===== config.mk =====
export PLATFORM = sky130hd
export DESIGN_NAME = txn_rr_arbiter
export DESIGN_NICKNAME = d
export VERILOG_FILES = /design/src/rtl/txn_rr_arbiter.sv
export SDC_FILE = /design/constraint.sdc
export NUM_CORES = 1
export LEC_CHECK = 0
export ABC_AREA = 1
export CAP_MARGIN = 0
export CORE_UTILIZATION = 47
export DETAILED_ROUTE_END_ITERATION = 10
export DONT_BUFFER_PORTS = 1
export GPL_TIMING_DRIVEN = 0
export PLACE_DENSITY = 0.69
export SYNTH_ARGS = -nofsm -noshare
export SYNTH_HDL_FRONTEND = slang
export SYNTH_SLANG_ARGS = --single-unit

===== constraint.sdc =====
create_clock -name clk -period 1.8 [get_ports clk]
set_clock_uncertainty 0.2 [all_clocks]
set_input_delay 0.36 -clock clk [delete_from_list [all_inputs] [get_ports clk]]
set_output_delay 0.36 -clock clk [all_outputs]
set_load 0.01 [all_outputs]

===== src/rtl/txn_rr_arbiter.sv =====
// Round-robin arbiter sharing one valid/ready transaction port among N_REQ requesters.
// An owner keeps the port until a beat with last transfers or MAX_HOLD beats have transferred.
module txn_rr_arbiter #(
  parameter int unsigned N_REQ    = 4,
  parameter int unsigned DATA_W   = 8,
  parameter int unsigned MAX_HOLD = 4
) (
  input  logic                    clk,
  input  logic                    reset,
  input  logic [N_REQ-1:0]        req_valid,
  input  logic [N_REQ*DATA_W-1:0] req_data,
  input  logic [N_REQ-1:0]        req_last,
  output logic [N_REQ-1:0]        req_ready,
  output logic                    out_valid,
  output logic [DATA_W-1:0]       out_data,
  output logic                    out_last,
  input  logic                    out_ready,
  output logic [N_REQ-1:0]        grant,
  output logic                    busy
);

  localparam int unsigned PTR_W = $clog2(N_REQ);
  localparam int unsigned CNT_W = $clog2(MAX_HOLD + 1);

  typedef enum logic {
    IDLE  = 1'b0,
    GRANT = 1'b1
  } state_t;

  state_t             state_q, state_d;
  logic [N_REQ-1:0]   grant_q, grant_d;
  logic [PTR_W-1:0]   ptr_q, ptr_d;
  logic [CNT_W-1:0]   beat_cnt_q, beat_cnt_d;

  logic [PTR_W-1:0]   owner_idx;
  logic [PTR_W-1:0]   pick_idx;
  logic [PTR_W-1:0]   cand_idx;
  logic               pick_found;
  int unsigned        cand;
  logic [CNT_W-1:0]   beat_cnt_inc;
  logic               any_req;
  logic               xfer;
  logic               release_now;

  // State register
  always_ff @(posedge clk or posedge reset) begin
    if (reset) begin
      state_q    <= IDLE;
      grant_q    <= '0;
      ptr_q      <= PTR_W'(N_REQ - 1);
      beat_cnt_q <= '0;
    end else begin
      state_q    <= state_d;
      grant_q    <= grant_d;
      ptr_q      <= ptr_d;
      beat_cnt_q <= beat_cnt_d;
    end
  end

  always_comb begin
    owner_idx = '0;
    for (int unsigned i = 0; i < N_REQ; i++) begin
      if (grant_q[i]) owner_idx = PTR_W'(i);
    end
  end

  // Rotating scan starting just after the last owner; modulo keeps non-power-of-two N_REQ in range.
  always_comb begin
    pick_idx   = ptr_q;
    pick_found = 1'b0;
    cand       = 0;
    cand_idx   = '0;
    for (int unsigned off = 1; off <= N_REQ; off++) begin
      cand     = (32'(ptr_q) + off) % N_REQ;
      cand_idx = PTR_W'(cand);
      if (!pick_found && req_valid[cand_idx]) begin
        pick_idx   = cand_idx;
        pick_found = 1'b1;
      end
    end
  end

  assign any_req      = |req_valid;
  assign beat_cnt_inc = beat_cnt_q + 1'b1;
  assign xfer         = (state_q == GRANT) && out_valid && out_ready;
  assign release_now  = xfer && (out_last || (beat_cnt_inc == CNT_W'(MAX_HOLD)));

  // Next-state logic
  always_comb begin
    state_d    = state_q;
    grant_d    = grant_q;
    ptr_d      = ptr_q;
    beat_cnt_d = beat_cnt_q;
    case (state_q)
      IDLE: begin
        if (any_req) begin
          for (int unsigned i = 0; i < N_REQ; i++) begin
            grant_d[i] = (pick_idx == PTR_W'(i));
          end
          beat_cnt_d = '0;
          state_d    = GRANT;
        end
      end
      GRANT: begin
        if (release_now) begin
          ptr_d      = owner_idx;
          grant_d    = '0;
          beat_cnt_d = '0;
          state_d    = IDLE;
        end else if (xfer) begin
          beat_cnt_d = beat_cnt_inc;
        end
      end
      default: begin
        state_d = IDLE;
        grant_d = '0;
      end
    endcase
  end

  // Output logic: owner's stream is muxed through using the registered one-hot grant
  always_comb begin
    out_valid = 1'b0;
    out_data  = '0;
    out_last  = 1'b0;
    req_ready = '0;
    if (state_q == GRANT) begin
      for (int unsigned i = 0; i < N_REQ; i++) begin
        if (grant_q[i]) begin
          out_valid = req_valid[i];
          out_data  = req_data[i*DATA_W +: DATA_W];
          out_last  = req_last[i];
        end
      end
      req_ready = grant_q & {N_REQ{out_ready}};
    end
  end

  assign grant = grant_q;
  assign busy  = (state_q == GRANT);

  a_grant_onehot0 : assert property (@(posedge clk) disable iff (reset) $onehot0(grant_q));
  a_ready_onehot0 : assert property (@(posedge clk) disable iff (reset) $onehot0(req_ready));

endmodule

After elaboration in Yosys (flattened, before gate mapping)
Cells that the tools add are included.
{"block": "totals", "reg_bits": 10, "latch_bits": 0, "ram_bits": 0, "mem_bits_ro": 0, "mem_count": 0}
{"block": "op_classes", "addsub": 5, "mul": 0, "div": 0, "magnitude_cmp": 4, "n_eq_ne": 7, "shift": 0, "n_mux": 44, "bitwise": 2, "reduce_logical": 15}
{"operator": "$mux W8", "n": 5}
{"operator": "$mux W1", "n": 20}
{"operator": "$lt A2 B3 Y1 const B", "n": 4}
{"operator": "$mux W2", "n": 6}
{"operator": "$mux W4", "n": 3}
{"operator": "$mux W3", "n": 3}
{"operator": "$bmux W1 S2", "n": 4}
{"operator": "$pmux W4 S2", "n": 1}
{"operator": "$logic_and A1 B1 Y1", "n": 6}
{"operator": "$pmux W3 S2", "n": 1}
{"operator": "$reduce_and A2 Y1", "n": 3}
{"operator": "$add A2 B1 Y2 const B", "n": 2}
{"operator": "$add A2 B2 Y2 const B", "n": 2}
{"operator": "$and A4 B4 Y4", "n": 1}
{"operator": "$eq A2 B2 Y1 const B", "n": 2}
{"operator": "$reduce_or A4 Y1", "n": 1}
{"operator": "$add A3 B1 Y3 const B", "n": 1}
{"operator": "$eq A3 B3 Y1 const B", "n": 1}
{"operator": "$logic_not A1 Y1", "n": 3}
{"operator": "$ne A3 B1 Y1 const B", "n": 1}
{"operator": "$eq A2 B1 Y1 const B", "n": 1}
{"operator": "$logic_not A2 Y1", "n": 1}
{"operator": "$ne A2 B1 Y1 const B", "n": 1}
{"operator": "$ne A2 B2 Y1 const B", "n": 1}
{"operator": "3 further kinds", "n": 3}

Logic depth before layout (Yosys ltp)
Gate-level depths: netlist (run 1).
{"block": "logic_depth", "depth_word": 16, "ltp_mapped": 12, "ltp_nobuf": 12}

Worst setup path before layout (run 1)
No wires, ideal clock.
{"block": "synth_path", "kind": "register to output", "startpoint": "register grant_q[2], in the netlist grant[2]", "endpoint": "output port out_data[2]", "arrival_time_ns": 1.218, "required_time_ns": 1.240, "path_slack_ns": 0.022, "stages_incl_launch_ff": 7, "cell_sequence": "dfrtp_1 inv_1 clkbuf_1 nor2_1 nor2_1 a21oi_1 a31oi_1"}
{"block": "synth_via", "elab_chain_cells": 3}
{"item": "start: declaration", "line_no": "31", "rtl": "logic [N_REQ-1:0] grant_q, grant_d;"}
{"item": "start signal: assignment", "line_no": "54", "rtl": "grant_q <= grant_d;"}
{"item": "$mux W8 (2 in series)", "line_no": "129", "rtl": "if (grant_q[i]) begin"}
{"item": "$mux W8", "line_no": "127", "rtl": "if (state_q == GRANT) begin"}
{"item": "end: declaration", "line_no": "15", "rtl": "output logic [DATA_W-1:0] out_data,"}
Every way passes these cells.

Final worst setup path (run 1)
Ends and elaborated chain as after synthesis.

==> key figures, run 1 <==
Floorplan
  – IO Count: 62
  – Core area: 2250 µm²
  – Num rows: 17
  – Die extent in y: 51.6 µm
  – Die Wd: 51.6 µm
  – Starting density of the core: 0.512
  – Area of the die: 2660 µm²

Critical path
  – WP buf/inv: 2
  – Worst-path cell chain: inv_4, clkbuf_16, nor2_1, nor2_1, a21oi_1, a31oi_2
  – Critical Path Source Type: flip-flop
  – Critical path depth: 6
  – Critical path data required time: 1240 ps
  – Cell family with most CP delay: flip-flops
  – CP max FO: 6
  – Crit. End Element: primary output
  – Reg2reg path depth: 10
  – Worst Path Class, Setup: flip-flop to primary output
  – Critical-path top delay cell: dfrtp_2
  – Slowest stage delay, CP: 500 ps
  – CP Data Arrival Time: 1430 ps
  – Crit path top cell by count: nor2_1

Power and ir drop
  – Leakage: 0.769 nW
  – Power Dens Cells: 1760 nW/µm²
  – Peak VDD IR: 965 µV

Clocking
  – CTS buffer count: 3
  – Clock root buffer: clkbuf_4
  – Clk_lat worst skew: 270 ps
  – CTS clock-pin slew for the worst setup and hold paths: 60 ps
  – CTS sink count: 10
  – H-tree depth: 1
  – CTS tree: yes
  – Max Buffers Root-to-Sink: 2

Timing
  – Rel. slew slack: 0.736
  – Post-route setup slack: -186 ps
  – Fin Setup TNS: -1450 ps
  – Min Tclk post-route: 1990 ps
  – Final Cycle Share: 1.10
  – Unrepaired setup endpoints after global routing: true
  – WHS: 123 ps
  – # setup viols final: 14
  – Final hold viol count: 0
  – Max Slew Vio Count: 0
  – F_max: 503 MHz
  – Tightest Pin Transition: 395 ps

Synthesis
  – Synth cell types: 27
  – Post-Syn Instances: 190
  – Yosys reg bits: 10
  – Ranking of synthesized cells by area: nand2_1 19%, dfrtp_1 17%, nand3_1 10%
  – Post-Syn Nets: 235
  – Sequential area share after synthesis: 0.219
  – Yosys top cell by area: nand2_1
  – Syn avg cell area: 6.08 µm²
  – Yosys top cell area share: 0.185
  – Ys Warns: 0
  – Cell area after synthesis: 1150 µm²

Placed design
  – Final HPWL DP: 2410 µm
  – DP Area: 1190 µm²
  – Dpl ws: -231 ps
  – GP Congestion: 0.873
  – # port buffers: 0

Run status
  – Violated checks: negative setup slack
  – Status: finished with violations

Final layout
  – Core Util, Final: 0.749
  – Commonest non-fill, non-tap cell in the layout: nand2_1
  – Most frequent cells in the layout: 42 x nand2_1, 20 x nand3_1, 16 x nand2_2
  – Share of cells above drive strength 1: 0.514
  – Area grow syn2layout: 46.2%
  – Fin area: 1690 µm²
  – Filler cells: 175
  – ANT cells: 0
  – Layout net count: 260

GRT
  – Total gr overflow: 0
  – Largest net degree at the start of global routing: 11
  – Initial antenna violation count: 0
  – GRT Util Overall: 0.270
  – First-pass GRT wire length: 5410 µm
  – Vias in the first global route: 1221

Drt
  – Wire per inst: 15.2 µm
  – Metal3 WL: 290 µm
  – DRT antenna net count: 0
  – Met1 Wirelength: 1480 µm
  – Vias per cell: 5.67
  – 1st-iter DRT viols: 47
  – Detailed-router iteration count before antenna repair: 4
  – Routed length on met2: 1890 µm
  – Total wire length: 3680 µm
  – Total number of vias: 1371
  – DR DRC count: 0
  – Uppermost layer routed: met4

Hold path
  – Hold Path Depth: 3
  – Worst Hold Class: input pin to flip-flop

Job
  – Maxcap violations: 0
## worst paths after layout
path	from	endpoint	slack (ps)
worst min register to register	beat_cnt_q[2]	beat_cnt_q[2]	310
worst min-delay path	out_ready	ptr_q[0]	120
min in group asynchronous	reset	busy	320
worst max register to register	grant[2]	grant[2]	0
worst max-delay path	grant[2]	out_data[2]	-190
max in group asynchronous	reset	ptr_q[1]	760
## Yosys cell counts
cell type   n
a21oi_1    11
a21oi_2     1
a31o_2      1
a31oi_1     6
buf_4       1
buf_6       3
clkbuf_1    3
dfrtp_1     8
dfstp_2     2
ha_1        2
inv_1      11
inv_2       7
nand2_1    57
nand2_2     9
nand2_4     3
nand3_1    23
nand3_2     3
nand4_1     1
nor2_1     21
nor2_2      2
nor2_4      1
o211ai_1    1
o21ai_0     4
o21ai_1     4
o21ai_2     3
o22ai_1     1
xnor2_1     1
## power by group
group	total, mW	internal [mW]	leakage [nW]	switching, mW
Sequential	0.464	0.326	0.116	0.138
Combinational	2.34	0.945	0.638	1.40
Clock	0.166	0.0857	0.0150	0.0801
## state kept, by name, summed over array words and instances, names as in the netlist
register	cells
busy	1
beat_cnt_q	3
ptr_q	2
grant	4
## tightest hold or removal path, stage by stage
cell	delay [ps]
nand3_4	70
buf_6	110
o21ai_2	50
## timing repair
item / 4_1_cts / 5_1_grt
gates resized for setup: 35 / 56
pin swaps: 5 / 25
endpoints found under the setup margin: 21 / 22
setup buffers: 9 / 6
gates cloned: 2 / 3
endpoints found under the hold margin: 8 / 0
hold buffers: 1 / 0
## cells by family after synthesis
| group | synth area share |
|---|---|
| AND/OR/NAND/NOR | 0.483 |
| adder cells (fa/ha/maj) | 0.0217 |
| buffers and inverters | 0.104 |
| flip-flops | 0.219 |
| AO/OA/AOI/OAI | 0.165 |
| XOR/XNOR | 0.00759 |
## layout make-up
cell class              instances  area (µm²)  share of cell area
multi-input cells             156        1010               0.600
flip-flops and latches         10         258               0.153
repair buffers                 18         179               0.106
plain buffers                   7        87.6              0.0519
inverters                      18        82.6              0.0489
well taps                      28        35.0              0.0208
clock buffers                   4        26.3              0.0156
repair inverters                1        7.51             0.00445
## metal layers
layer / vias up / global-route usage
li1: 676 / -
met1: 633 / 0.343
met2: 60 / 0.465
met3: 2 / 0.0497
met4: 0 / 0.0721
met5: - / 0
## metrics by stage
step | total power [mW] | std cells
5_1_grt | 3.20 | 242
2_1_floorplan | 1.74 | 190
6_report | 2.97 | 242
4_1_cts | 2.50 | 234
3_3_place_gp | 1.97 | 218
3_5_place_dp | 2.00 | 218
No activity file was read; power rests on OpenSTA's default activity.
==> run 2: changes to the inputs <==
--- a/config.mk
+++ b/config.mk
@@ -8,6 +8,7 @@
 export ABC_AREA = 1
 export CAP_MARGIN = 0
 export CORE_UTILIZATION = 47
+export CTS_BUF_LIST = sky130_fd_sc_hd__clkbuf_16
 export DETAILED_ROUTE_END_ITERATION = 10
 export DONT_BUFFER_PORTS = 1
 export GPL_TIMING_DRIVEN = 0
==> key figures, run 2 (synthesized netlist as in run 1, its figures left out) <==
Run status
  – Status: finished with violations
  – Violated checks: negative setup slack

Timing
  – Post-route setup slack: -200 ps
  – Rel. slew slack: 0.734
  – WHS: 163 ps
  – # setup viols final: 16
  – Tightest Pin Transition: 399 ps
  – Final Cycle Share: 1.11
  – F_max: 500 MHz
  – Min Tclk post-route: 2000 ps
  – Final hold viol count: 0
  – Fin Setup TNS: -1540 ps
  – Unrepaired setup endpoints after global routing: true
  – Max Slew Vio Count: 0

Critical path
  – Critical path data required time: 1240 ps
  – CP Data Arrival Time: 1440 ps
  – CP max FO: 6
  – Critical Path Source Type: flip-flop
  – Worst Path Class, Setup: flip-flop to primary output
  – Crit. End Element: primary output

Floorplan
  – Area of the die: 2660 µm²
  – Core area: 2250 µm²
  – Die Wd: 51.6 µm
  – Num rows: 17
  – Die extent in y: 51.6 µm
  – IO Count: 62
  – Starting density of the core: 0.512

Drt
  – 1st-iter DRT viols: 56
  – DRT antenna net count: 0
  – Vias per cell: 6.45
  – Total number of vias: 1575
  – Detailed-router iteration count before antenna repair: 4
  – Total wire length: 4650 µm
  – DR DRC count: 0
  – Wire per inst: 19.1 µm

GRT
  – Total gr overflow: 0
  – GRT Util Overall: 0.282
  – Vias in the first global route: 1247
  – Initial antenna violation count: 0
  – First-pass GRT wire length: 5590 µm
  – Largest net degree at the start of global routing: 11

Final layout
  – Most frequent cells in the layout: 44 x nand2_1, 20 x nand3_1, 15 x nand2_2, 15 x buf_4, 13 x nor2_1
  – Filler cells: 159
  – Multi-input logic area: 1030 µm²
  – Non-Filler Instances: 244
  – ANT cells: 0
  – Area grow syn2layout: 52.8%
  – Fin area: 1760 µm²
  – Reg area: 258 µm²
  – Commonest non-fill, non-tap cell in the layout: nand2_1
  – Share of cells above drive strength 1: 0.509
  – Layout net count: 262
  – Max FFs per register: 4
  – Core Util, Final: 0.782

Placed design
  – Final HPWL DP: 2410 µm
  – GP Congestion: 0.873
  – DP Area: 1190 µm²
  – # port buffers: 0
  – Inst Count DP: 218
  – Dpl ws: -231 ps

Job
  – Maxcap violations: 0

Clocking
  – Clock root buffer: clkbuf_16
  – CTS clock-pin slew for the worst setup and hold paths: 40 ps
  – Max Buffers Root-to-Sink: 2
  – CTS buffer count: 3
  – CTS tree: yes
  – Clk_lat worst skew: 240 ps
  – CTS sink count: 10
  – H-tree depth: 1

Power and ir drop
  – Power Total: 3.38 mW
  – Peak VDD IR: 1280 µV
  – Leakage: 0.807 nW
  – Power Dens Cells: 1920 nW/µm²

Hold path
  – Worst Hold Class: input pin to flip-flop
run 2: final timing paths:
| check | start | endpoint | slack [ps] | depth (start not counted) |
|---|---|---|---|---|
| worst max-delay path | grant[3] | out_data[7] | -200 | 5 |
| worst min-delay path | out_ready | busy | 160 | 3 |
| worst max register to register | ptr_q[0] | grant[3] | -70 | 11 |
| worst min register to register | beat_cnt_q[2] | beat_cnt_q[2] | 300 | 2 |
| max in group asynchronous | reset | ptr_q[0] | 730 | 2 |
| min in group asynchronous | reset | beat_cnt_q[1] | 350 | 2 |
run 2: worst max-delay path, cell delays in order (launching register included):
cell     delay [ps]
dfrtp_2         520
inv_4           140
nand2_4          80
nor2_1          150
a21oi_1          90
a31oi_2         220
run 2: report_power, final:
part / leakage, nW / internal [mW] / switching (mW)
Sequential: 0.116 / 0.328 / 0.147
Combinational: 0.648 / 0.990 / 1.52
Clock: 0.0423 / 0.292 / 0.113
run 2: layer usage:
| layer | vias up | wire (µm) | share of wire | track usage |
|---|---|---|---|---|
| met5 | - | 0 | 0 | 0 |
| met4 | 0 | 232 | 0.050 | 0.0721 |
| met3 | 37 | 462 | 0.099 | 0.0702 |
| met2 | 137 | 2360 | 0.51 | 0.478 |
| met1 | 729 | 1600 | 0.34 | 0.356 |
| li1 | 672 | - | - | - |
run 2: layout make-up:
class	instances	share of cell area
buffer	7	0.0496
sequential	10	0.146
timing repair buffer	20	0.108
clock buffer	3	0.0426
multi-input combinational	156	0.582
inverter	18	0.0454
timing repair inverter	1	0.00426
clock inverter	1	0.00213
tap	28	0.0199
run 2: timing repair:
action                                  4_1_cts  5_1_grt
resized for setup                            39       50
gates cloned                                  2        2
setup buffers                                10        8
endpoints found under the setup margin       21       23
hold buffers                                  1        0
endpoints found under the hold margin         8        0
pin swaps                                     4       20
